File: src/rtl/flag_issue_sched_pkg.sv
// Shared constants for the flag issue scheduler: flag bit positions,
// condition classes and FSM state encoding.
package flag_issue_sched_pkg;

    typedef logic [3:0] flags_t;

    localparam int FLAG_Z = 0;
    localparam int FLAG_C = 1;
    localparam int FLAG_N = 2;
    localparam int FLAG_V = 3;

    localparam logic [2:0] CLS_Z  = 3'b000;
    localparam logic [2:0] CLS_C  = 3'b001;
    localparam logic [2:0] CLS_N  = 3'b010;
    localparam logic [2:0] CLS_V  = 3'b011;
    localparam logic [2:0] CLS_HI = 3'b100;
    localparam logic [2:0] CLS_GE = 3'b101;
    localparam logic [2:0] CLS_GT = 3'b110;
    localparam logic [2:0] CLS_AL = 3'b111;

    localparam logic [1:0] ST_EMPTY = 2'd0;
    localparam logic [1:0] ST_WAIT  = 2'd1;
    localparam logic [1:0] ST_OUT   = 2'd2;

endpackage

File: src/rtl/flag_issue_sched_if.sv
// Decode-side and execute-side handshakes of the issue scheduler.
// master = decode/execute pipeline, slave = scheduler.
interface flag_issue_sched_if #(
    parameter int TAG_W = 8
);
    logic             in_valid;
    logic             in_ready;
    logic [3:0]       in_cond;
    logic             in_setflags;
    logic [TAG_W-1:0] in_tag;
    logic             out_valid;
    logic             out_ready;
    logic             out_exec;
    logic             out_setflags;
    logic [TAG_W-1:0] out_tag;

    modport master (
        output in_valid, in_cond, in_setflags, in_tag, out_ready,
        input  in_ready, out_valid, out_exec, out_setflags, out_tag
    );

    modport slave (
        input  in_valid, in_cond, in_setflags, in_tag, out_ready,
        output in_ready, out_valid, out_exec, out_setflags, out_tag
    );
endinterface

File: src/rtl/flag_pending_ctr.sv
// Saturating up/down counter of in-flight flag-setting instructions.
// Simultaneous inc and dec leave the count unchanged; clear wins over both.
module flag_pending_ctr #(
    parameter int MAX = 3,
    localparam int W = $clog2(MAX + 1)
) (
    input  logic         clk,
    input  logic         rst_n,
    input  logic         inc,
    input  logic         dec,
    input  logic         clear,
    output logic [W-1:0] count,
    output logic         full
);
    localparam logic [W-1:0] MAX_CNT = W'(MAX);

    logic [W-1:0] count_reg;

    always_ff @(posedge clk or negedge rst_n) begin
        if (!rst_n) begin
            count_reg <= '0;
        end else if (clear) begin
            count_reg <= '0;
        end else if (inc && !dec && count_reg != MAX_CNT) begin
            count_reg <= count_reg + W'(1);
        end else if (dec && !inc && count_reg != '0) begin
            count_reg <= count_reg - W'(1);
        end
    end

    assign count = count_reg;
    assign full  = (count_reg == MAX_CNT);
endmodule

File: src/rtl/flag_issue_sched.sv
// Single-slot issue scheduler: holds a conditional instruction until its flags
// resolve, then issues it as execute/squash. FLAG_BYPASS_EN resolves in the wb cycle.
module flag_issue_sched
    import flag_issue_sched_pkg::*;
#(
    parameter int MAX_PENDING = 3,
    parameter int TAG_W       = 8,
    localparam int PCW = $clog2(MAX_PENDING + 1)
) (
    input  logic                 clk,
    input  logic                 rst_n,
    flag_issue_sched_if.slave    io,
    input  logic                 wb_valid,
    input  logic [3:0]           wb_flags,
    input  logic                 flush,
    output logic [3:0]           cpsr_out,
    output logic [PCW-1:0]       pending_out
);

    function automatic logic cond_eval(input logic [3:0] cond, input flags_t f);
        logic base;
        base = 1'b0;
        case (cond[3:1])
            CLS_Z:   base = f[FLAG_Z];
            CLS_C:   base = f[FLAG_C];
            CLS_N:   base = f[FLAG_N];
            CLS_V:   base = f[FLAG_V];
            CLS_HI:  base = f[FLAG_C] & ~f[FLAG_Z];
            CLS_GE:  base = ~(f[FLAG_N] ^ f[FLAG_V]);
            CLS_GT:  base = ~f[FLAG_Z] & ~(f[FLAG_N] ^ f[FLAG_V]);
            default: base = 1'b0;
        endcase
        return (cond[3:1] == CLS_AL) ? 1'b1 : (base ^ cond[0]);
    endfunction

    logic [1:0]       state_reg, state_next;
    logic [3:0]       cond_reg, cond_next;
    logic             setflags_reg, setflags_next;
    logic [TAG_W-1:0] tag_reg, tag_next;
    logic             exec_reg, exec_next;
    flags_t           cpsr_reg;
    logic [PCW-1:0]   pending;
    logic             full;
    logic             dec, inc, stall, out_valid_w, handshake, accept;
    logic [PCW:0]     pend_eff;
    flags_t           flags_eff;

    assign dec         = wb_valid & (pending != '0);
    assign stall       = exec_reg & setflags_reg & full & ~dec;
    assign out_valid_w = (state_reg == ST_OUT) & ~stall & ~flush;
    assign handshake   = out_valid_w & io.out_ready;
    assign inc         = handshake & exec_reg & setflags_reg;
    // A stalled slot still holds its instruction, so only a real handshake frees it.
    assign io.in_ready = ~flush & ((state_reg == ST_EMPTY) | handshake);
    assign accept      = io.in_valid & io.in_ready;

`ifdef FLAG_BYPASS_EN
    assign pend_eff  = {1'b0, pending} + {{PCW{1'b0}}, inc} - {{PCW{1'b0}}, dec};
    assign flags_eff = wb_valid ? wb_flags : cpsr_reg;
`else
    assign pend_eff  = {1'b0, pending} + {{PCW{1'b0}}, inc};
    assign flags_eff = cpsr_reg;
`endif

    always_comb begin
        state_next    = state_reg;
        cond_next     = cond_reg;
        setflags_next = setflags_reg;
        tag_next      = tag_reg;
        exec_next     = exec_reg;
        if (flush) begin
            state_next = ST_EMPTY;
        end else if (accept) begin
            cond_next     = io.in_cond;
            setflags_next = io.in_setflags;
            tag_next      = io.in_tag;
            if (io.in_cond[3:1] == CLS_AL || pend_eff == '0) begin
                state_next = ST_OUT;
                exec_next  = cond_eval(io.in_cond, flags_eff);
            end else begin
                state_next = ST_WAIT;
            end
        end else if (handshake) begin
            state_next = ST_EMPTY;
        end else if (state_reg == ST_WAIT && pend_eff == '0) begin
            state_next = ST_OUT;
            exec_next  = cond_eval(cond_reg, flags_eff);
        end
    end

    always_ff @(posedge clk or negedge rst_n) begin
        if (!rst_n) begin
            state_reg    <= ST_EMPTY;
            cond_reg     <= '0;
            setflags_reg <= 1'b0;
            tag_reg      <= '0;
            exec_reg     <= 1'b0;
            cpsr_reg     <= '0;
        end else begin
            state_reg    <= state_next;
            cond_reg     <= cond_next;
            setflags_reg <= setflags_next;
            tag_reg      <= tag_next;
            exec_reg     <= exec_next;
            if (wb_valid) begin
                cpsr_reg <= wb_flags;
            end
        end
    end

    flag_pending_ctr #(
        .MAX(MAX_PENDING)
    ) u_pending_ctr (
        .clk  (clk),
        .rst_n(rst_n),
        .inc  (inc),
        .dec  (dec),
        .clear(flush),
        .count(pending),
        .full (full)
    );

    assign io.out_valid    = out_valid_w;
    assign io.out_exec     = exec_reg;
    assign io.out_setflags = setflags_reg;
    assign io.out_tag      = tag_reg;
    assign cpsr_out        = cpsr_reg;
    assign pending_out     = pending;

endmodule
File: src/flat_wrapper.sv
// flat-port wrapper written by rule: the top's interface ports become plain ports
module flag_issue_sched_flat import flag_issue_sched_pkg::*;
#(
    parameter int MAX_PENDING = 3,
    parameter int TAG_W       = 8,
    localparam int PCW = $clog2(MAX_PENDING + 1)
)
  (clk, rst_n, wb_valid, wb_flags, flush, cpsr_out, pending_out, io_in_valid, io_in_cond, io_in_setflags, io_in_tag, io_out_ready, io_in_ready, io_out_valid, io_out_exec, io_out_setflags, io_out_tag);
  flag_issue_sched_if #(.TAG_W(TAG_W)) io_i ();
  input  logic clk;
  input  logic rst_n;
  input  logic wb_valid;
  input  logic [3:0] wb_flags;
  input  logic flush;
  output logic [3:0] cpsr_out;
  output logic [PCW-1:0] pending_out;
  input wire logic [$bits(io_i.in_valid)-1:0] io_in_valid;
  input wire logic [$bits(io_i.in_cond)-1:0] io_in_cond;
  input wire logic [$bits(io_i.in_setflags)-1:0] io_in_setflags;
  input wire logic [$bits(io_i.in_tag)-1:0] io_in_tag;
  input wire logic [$bits(io_i.out_ready)-1:0] io_out_ready;
  output wire logic [$bits(io_i.in_ready)-1:0] io_in_ready;
  output wire logic [$bits(io_i.out_valid)-1:0] io_out_valid;
  output wire logic [$bits(io_i.out_exec)-1:0] io_out_exec;
  output wire logic [$bits(io_i.out_setflags)-1:0] io_out_setflags;
  output wire logic [$bits(io_i.out_tag)-1:0] io_out_tag;
  assign io_i.in_valid = io_in_valid;
  assign io_i.in_cond = io_in_cond;
  assign io_i.in_setflags = io_in_setflags;
  assign io_i.in_tag = io_in_tag;
  assign io_i.out_ready = io_out_ready;
  assign io_in_ready = io_i.in_ready;
  assign io_out_valid = io_i.out_valid;
  assign io_out_exec = io_i.out_exec;
  assign io_out_setflags = io_i.out_setflags;
  assign io_out_tag = io_i.out_tag;
  flag_issue_sched #(.MAX_PENDING(MAX_PENDING), .TAG_W(TAG_W)) u_core (.clk(clk), .rst_n(rst_n), .io(io_i), .wb_valid(wb_valid), .wb_flags(wb_flags), .flush(flush), .cpsr_out(cpsr_out), .pending_out(pending_out));
endmodule
File: config.mk
export PLATFORM = sky130hd
export DESIGN_NAME = flag_issue_sched_flat
export DESIGN_NICKNAME = d
export VERILOG_FILES = /design/src/rtl/flag_issue_sched_pkg.sv /design/src/rtl/flag_issue_sched_if.sv /design/src/rtl/flag_pending_ctr.sv /design/src/rtl/flag_issue_sched.sv /design/src/flat_wrapper.sv
export SDC_FILE = /design/constraint.sdc
export NUM_CORES = 1
export LEC_CHECK = 0
export CAP_MARGIN = 20
export CORE_ASPECT_RATIO = 1.2
export CORE_UTILIZATION = 45
export CTS_CLUSTER_DIAMETER = 60
export CTS_CLUSTER_SIZE = 16
export DETAILED_ROUTE_END_ITERATION = 10
export HOLD_SLACK_MARGIN = 0.03
export PLACE_DENSITY = 0.78
export RECOVER_POWER = 25
export SETUP_SLACK_MARGIN = 0.15
export SYNTH_ARGS = -nofsm -noshare
export SYNTH_HDL_FRONTEND = slang
export SYNTH_SLANG_ARGS = --single-unit
File: constraint.sdc
create_clock -name clk -period 7.8 [get_ports clk]
set_input_delay 0.78 -clock clk [delete_from_list [all_inputs] [get_ports clk]]
set_output_delay 0.78 -clock clk [all_outputs]
set_load 0.01 [all_outputs]
==> reports/results.txt, run 1 <==
Measured against its own limit, the worst slew margin works out to 44.1%. For this block, the initial DRC count from the detailed router was 26. The cell sitting at the root of the clock tree is a sky130_fd_sc_hd__clkbuf_4. By count the netlist is led by sky130_fd_sc_hd__dfrtp_1 (22), sky130_fd_sc_hd__mux2_2 (17), sky130_fd_sc_hd__nand2_1 (7), sky130_fd_sc_hd__nor2_1 (6), sky130_fd_sc_hd__o21ai_0 (6). Across every metal layer, demand over resource in global routing totals 19.5%. The logs give 3 for the number of buffers created by CTS and 135 for the post-synthesis net count. The logs give 20 for the placement row count and 0 for the count of final setup violators. The startpoint identified for the worst hold timing path is u_core.io.out_tag[4]$_DFFE_PN0P_.

Yosys printed 0 warnings. Slew at the pin closest to its max-slew limit: 0.838 ns. Detail-routed via count per cell: 5.82. The instance count along the most critical hold path was 1; the fmax was 297 MHz.

For this design the ratio of total power to cell area is 193 mW/mm^2. The category of the critical setup timing path is in2reg. Subtracting the final worst setup slack from the clock period gives 3.37 ns.

The repair_antennas step left the layout with diodes totalling 0. Clock latency on the worst-skew pair, taken at its later pin, is 0.33 ns. In this run the static leakage power is 0.694 nW.

The number of maximum-capacitance constraint violations came out at 0. In the synthesized netlist the async set-or-reset flop fraction comes to 100%. Count of cell types in the netlist: 39.

The number of H-tree branching levels is 1. Counting tap cells, the placed design contains a total of 179 instances. The die covers 0.00303 sq mm. Port buffering added 40 buffers. The TritonCTS sink count is 22, and the number of nets in the finished design is 177. Of all nets on the critical path, the largest fanout is 8. At the placement stage, the worst setup path has a slack of 4.09 ns. The flip-flop and latch count after synthesis is 22.

The tools report the startpoint of the most critical setup path as wb_valid. For the final-layout fill cell count, the log shows 221. Nature of the critical path startpoint: an input pin. Setup repair after global routing left no endpoint under its margin.

Entering global routing, the biggest net connects 23 pins. For the initial antenna violation count, the log shows 0. TritonCTS built the clock tree. The floorplan step defined a core boundary enclosing 0.00260 sq mm. The first global-routing pass estimated 4460 microns of wire. After synthesis, the largest area contributor takes up 43.5% of total cell area. Summed over all instances, the cell type with the most area after synthesis is sky130_fd_sc_hd__dfrtp_1. Number of global-route vias before repair: 1035. The chip width is 50.4 microns, and the total count of max-transition violations in the final report is 0. The flip-flop count of the largest register, all copies and words added is 8, and the total global routing overflow is 0. The clock transition at the registers of the reported paths was 0.13 ns. In this run, synthesis inferred 0 flip-flops with an integrated enable. The number of non-filler instances in the completed layout is 184, and the area growth from synthesis to layout is 37.4%. The die outline height was 60.1 microns; the number of detailed-routing iterations run before antenna repair was 4. In the final timing run, aggregate negative setup slack is 0 ns. The share of synthesized area occupied by flip-flops and latches was 43.5%; the weighted congestion reported at the end of routability-driven placement was 0.806. For this block, the via count after detailed routing is 1070.

The most frequent cell after synthesis is sky130_fd_sc_hd__dfrtp_1. Data arrives at the worst endpoint at 3.62 ns. The most used flip-flop cell after synthesis is sky130_fd_sc_hd__dfrtp_1. The endpoint required time on the critical path came out at 8.05 ns. The top-level I/O count is 41. By area the synthesized netlist is led by sky130_fd_sc_hd__dfrtp_1 (44%), sky130_fd_sc_hd__mux2_2 (15%), sky130_fd_sc_hd__mux2i_1 (2.4%). For this run, design rule violations remaining after detail routing come to 0.

The share of post-route cells with drive strength above 1 came out at 19.9%. The worst reg-to-reg path cell count was 10; the average detailed-routed wire length per instance was 15.0 microns. The part of the cycle the worst path needs was 43.2%. The run gives 0 as the quantity of hold-fixing buffers added after cts. The combined area of all synthesized cells came out at 0.00126 sq mm.

The run finished with clean final reports. For this block, the routed nets add up to 2760 microns of wire. Synthesis produced 110 cells. Clock skew on the completed layout was measured at 0.00232 ns.

The post-cts repair resize count came out at 0. The total setup buffers inserted after CTS came out at 0. The antenna violation net count after detailed routing is 0, and the starting density of the core is 48.6%. The final worst slack was 4.43 ns. Averaged over all synthesized cells, the footprint is 11.5 sq um. The tightest min-delay check is of the reg2reg type. The longest clock path from root to sink contains 2 buffers.

The worst setup path is captured at a register. The count of final hold-check violations is 0. Across the VDD grid, the largest voltage drop is 0.142 mV. The half-perimeter wire length after detailed placement is 1980 microns.

The startpoint identified for the worst register-to-register timing path is u_core.state_reg[0]$_DFFE_PN0P_.
final cells by class:
type                            count  area, sq um  area share, %
Clock buffer                        3         22.5           1.30
Tap cell                           33         41.3           2.38
Multi-Input combinational cell     82          682           39.2
Inverter                            2         7.51          0.432
Sequential cell                    22          551           31.7
Clock inverter                      1         30.0           1.73
Timing Repair Buffer               41          404           23.3
critical path, stage by stage:
cell,delay [ns]
sky130_fd_sc_hd__clkdlybuf4s50_1,0.58
sky130_fd_sc_hd__nand2b_4,0.24
sky130_fd_sc_hd__o21ai_4,0.24
sky130_fd_sc_hd__nor2_1,0.12
sky130_fd_sc_hd__ha_1,0.19
sky130_fd_sc_hd__ha_1,0.28
sky130_fd_sc_hd__nor3_2,0.31
sky130_fd_sc_hd__mux2i_1,0.13
sky130_fd_sc_hd__o32a_1,0.31
sky130_fd_sc_hd__o21ba_2,0.20
sky130_fd_sc_hd__a311oi_2,0.23
per-stage QoR:
stage	util, %	hold WS, ns	total power (W)	cell area, sq um
2_1_floorplan	-	0.484	0.000198	1260
3_3_place_gp	64.6	0.488	0.000242	1680
3_5_place_dp	64.6	0.498	0.000246	1680
4_1_cts	66.6	0.525	0.000336	1730
5_1_grt	66.8	0.542	0.000350	1740
6_report	66.8	0.519	0.000336	1740
power by group:
| group | leakage (nW) | switching, W | internal, W |
|---|---|---|---|
| clock | 0.0279 | 0.0000398 | 0.0000521 |
| combinational | 0.401 | 0.0000359 | 0.0000601 |
| sequential | 0.266 | 0.0000183 | 0.000130 |
| total | 0.694 | 0.0000940 | 0.000242 |
worst paths after layout:
| path | to | slack (ns) |
|---|---|---|
| setup / recovery | u_core.io.out_exec$_DFFE_PN0P_ | 4.43 |
| hold / removal | u_core.io.out_tag[4]$_DFFE_PN0P_ | 0.52 |
| min in group asynchronous | u_core.io.out_tag[4]$_DFFE_PN0P_ | 0.78 |
| max in group asynchronous | u_core.io.out_exec$_DFFE_PN0P_ | 5.99 |
| hold reg to reg | u_core.io.out_tag[4]$_DFFE_PN0P_ | 0.52 |
| setup reg to reg | u_core.io.out_exec$_DFFE_PN0P_ | 5.05 |
routing by layer:
metal	vias to the layer above	routed length [microns]	global-route usage [%]	share of wire, %
met4	0	33	6.75	1.2
li1	494	-	-	-
met1	520	1180	22.7	43
met2	51	1350	36.0	49
met5	-	0	0	0
met3	5	188	3.31	6.8
kinds of logic after synthesis:
family | synth area share, %
AO/OA/AOI/OAI | 14.7
XOR/XNOR | 2.77
adder cells (fa/ha/maj) | 1.98
AND/OR/NAND/NOR | 14.2
flip-flops | 43.5
multiplexers | 20.2
buffers and inverters | 2.57
layout by cell type (no fill, tap or decap), types with 3 or more instances in the layout:
cell / Yosys / routed
sky130_fd_sc_hd__clkdlybuf4s50_1: 0 / 39
sky130_fd_sc_hd__nand3b_1: 3 / 3
sky130_fd_sc_hd__mux2_2: 17 / 17
sky130_fd_sc_hd__o21ai_0: 6 / 6
sky130_fd_sc_hd__mux2i_1: 3 / 3
sky130_fd_sc_hd__nor2_1: 6 / 6
sky130_fd_sc_hd__a21oi_1: 3 / 3
sky130_fd_sc_hd__dfrtp_1: 22 / 22
sky130_fd_sc_hd__nand2_1: 7 / 7
sky130_fd_sc_hd__clkbuf_4: 0 / 3
sky130_fd_sc_hd__nor2b_1: 3 / 3
sky130_fd_sc_hd__xnor2_1: 3 / 3
sky130_fd_sc_hd__a31oi_1: 3 / 3
No activity file was read; power rests on OpenSTA's default activity.
==> run 2, diff against run 1 <==
==> constraint.sdc (replaced) <==
create_clock -name clk -period 3.28 [get_ports clk]
set_input_delay 0.328 -clock clk [delete_from_list [all_inputs] [get_ports clk]]
set_output_delay 0.328 -clock clk [all_outputs]
set_load 0.01 [all_outputs]
==> reports/results.txt, run 2 (same netlist as run 1, synthesis figures left out) <==
The run finished with clean final reports. The switching share of power is 27.7%, and the routed metal-1 wirelength is 1180 microns. Across the VDD grid, the largest voltage drop is 0.300 mV.

Pin count of the biggest net entering global routing: 23. TritonCTS created 3 clock buffers. The normalized max-slew margin is 43.0%. The tree is rooted in a sky130_fd_sc_hd__clkbuf_4. The count of input and output buffers was 40. The worst setup path is of the in2reg kind. Dividing the detail-routed wire length by the instance count gives 15.4 microns.

Once the floorplan was initialized, standard cells occupied 48.6% of the core. Sequential share of power: 44.3%. Leaving out fill and tap cells, the most frequent cell in the layout is sky130_fd_sc_hd__clkdlybuf4s50_1. The tools report the post-cts repair resize count as 0. The area of the die is 0.00303 sq mm. The clock transition at the registers of the reported paths was 0.13 ns; the leakage power total was 0.703 nW. The share of total power dissipated in combinational logic is 28.7%. Number of antenna diodes: 0. Before CTS, the worst setup slack after placement is 0.154 ns. The detail-routed via count per cell was 5.74; the net switching power was 0.000220 W.

The routed layout has 1067 vias. Between clock sinks in the finished design, the worst skew comes to 0.00380 ns. The number of global-route vias before repair is 1112. Global routing used 21.2% of the available tracks across all layers. Tracing the worst setup path back leads to its startpoint at flush. The tools report the launch point of the worst reg-to-reg path as u_core.state_reg[0]$_DFFE_PN0P_. The final layout contains 179 nets. The tools report the nature of the critical path startpoint as an input pin.

For this block, the initial DRC count from the detailed router was 32. The highest routed metal layer is met4. The area of all placed cells without fillers was 0.00175 sq mm; the antenna violation net count after detailed routing was 0.

On the worst path, the slowest cell contributes a delay of 0.50 ns. Wires add up to 2870 microns. Based on the critical path, the design can be clocked at up to 354 MHz.

Relative to the synthesized area, the layout overhead comes to 38.6%. The cell area power density works out to 455 mW/mm^2. Total count of max-transition violations in the final report: 0.

Traced cell by cell, the critical path runs through clkdlybuf4s50_1 -> nor2_1 -> nand4_1 -> nor2_1 -> ha_1 -> ha_1 -> nor3_2 -> buf_4 -> nand2_1 -> a2111oi_0 -> mux2_1 -> a311oi_2. The number of H-tree branching levels is 1, and the half-perimeter wire length after detailed placement is 2150 microns. The count of final setup violators came out at 0. The slew at the pin closest to its max-slew limit was 0.856 ns.

The total global routing overflow came out at 0. The tools report the type of destination of the critical path as a register. The clock drives 22 sinks. After detailed placement, the total cell area comes to 0.00170 sq mm.

For the initial antenna violation count, the log shows 0. Of all nets on the critical path, the largest fanout is 6. The logs give 0 for the number of maximum-capacitance constraint violations and 67.4% for the share of the core filled with cells. Top-level I/O count: 41. The share of total power dissipated in the clock network is 27.0%. Cell internal power was estimated by the tool at 0.000577 W.

The largest individual stage delay along the critical path comes from the cell sky130_fd_sc_hd__clkdlybuf4s50_1. The top cell types in the final layout, fill and taps aside, are sky130_fd_sc_hd__clkdlybuf4s50_1 (39), sky130_fd_sc_hd__dfrtp_1 (22), sky130_fd_sc_hd__mux2_2 (17), sky130_fd_sc_hd__nand2_1 (7). The total negative setup slack came out at 0 ns. Worst path arrival time: 3.02 ns. Among cell families on the critical path, the largest total delay comes from simple AND/OR/NAND/NOR gates. After detailed routing, the number of remaining DRC violations is 0.

The number of buffer and inverter stages on the critical path came out at 2. TritonCTS built the clock tree. The placement row count came out at 20. In this run the worst hold path is classified as in2async. Setup repair after global routing left no endpoint under its margin. The first TritonRoute pass finished after 4 iterations. At the later pin of the worst-skew pair, clock insertion delay measures 0.32 ns.

The share of post-route cells with drive strength above 1 is 20.9%, and the flip-flop count of the largest register, all copies and words added is 8. Count of final hold-check violations: 0. Dividing the final minimum period by the clock period gives 86.2%. For the wire length on met3, the log shows 168 microns.

At the worst endpoint, the required time is 3.48 ns. For the routed wire length on met2, the log shows 1500 microns. After clock tree synthesis, the setup repair step added 0 buffers.

The first global-routing pass estimated 4770 microns of wire. The post-route minimum period works out to 2.83 ns. For this design, the CTS-stage hold fixing added 0 buffers. The worst path meets setup with 0.453 ns of slack.

The tools report the standard cell core area as 0.00260 sq mm. The weighted congestion reported at the end of routability-driven placement is 0.863, and the maximum number of buffers from clock root to sink is 2. In this run the vertical extent of the chip is 60.1 microns.

The chip width works out to 50.4 microns.
==> run 2: metal layers <==
metal / track usage (%) / up-vias
met5: 0 / -
met2: 37.9 / 42
met4: 8.73 / 0
met1: 24.3 / 524
li1: - / 496
met3: 4.58 / 5
==> run 2: path summary, 6_finish.rpt <==
| kind | endpoint | slack [ns] | cells after the start |
|---|---|---|---|
| worst max-delay path | u_core.io.out_exec$_DFFE_PN0P_ | 0.45 | 12 |
| worst min-delay path | u_core.io.out_tag[7]$_DFFE_PN0P_ | 0.36 | 1 |
| worst max register to register | u_core.io.out_exec$_DFFE_PN0P_ | 0.52 | 11 |
| worst min register to register | u_core.io.out_tag[1]$_DFFE_PN0P_ | 0.52 | 1 |
| max in group asynchronous | u_core.cpsr_out[0]$_DFFE_PN0P_ | 1.93 | 2 |
| min in group clk | u_core.io.out_tag[1]$_DFFE_PN0P_ | 0.52 | 1 |
==> run 2: stage by stage <==
stage	hold slack, ns	power, W	cells
floorplan	0.0324	0.000470	110
global placement	0.490	0.000577	181
detailed placement	0.499	0.000588	181
CTS	0.526	0.000801	185
global route	0.386	0.000837	186
finish	0.364	0.000797	186
==> run 2: power by group through the flow <==
stage | sequential [W] | clock (W) | combinational (W)
global placement | 0.000354 | 0 | 0.000224
global route | 0.000359 | 0.000231 | 0.000247
CTS | 0.000352 | 0.000217 | 0.000231
finish | 0.000353 | 0.000215 | 0.000229
detailed placement | 0.000358 | 0 | 0.000230
floorplan | 0.000358 | 0 | 0.000113
==> run 2: cell type report <==
type / count / area [sq um]
clock buffer: 3 / 22.5
clock inverter: 1 / 30.0
fill: 220 / 850
inverter: 2 / 7.51
multi-input combinational: 82 / 682
sequential: 22 / 551
tap: 33 / 41.3
timing repair buffer: 43 / 419
==> run 2: worst reg2reg max path, cell delays in order (launching register included) <==
cell                        delay (ns)
sky130_fd_sc_hd__dfrtp_1          0.45
sky130_fd_sc_hd__nor2_1           0.26
sky130_fd_sc_hd__nand4_1          0.18
sky130_fd_sc_hd__nor2_1           0.19
sky130_fd_sc_hd__ha_1             0.17
sky130_fd_sc_hd__ha_1             0.23
sky130_fd_sc_hd__nor3_2           0.19
sky130_fd_sc_hd__buf_4            0.16
sky130_fd_sc_hd__nand2_1          0.06
sky130_fd_sc_hd__a2111oi_0        0.46
sky130_fd_sc_hd__mux2_1           0.23
sky130_fd_sc_hd__a311oi_2         0.04
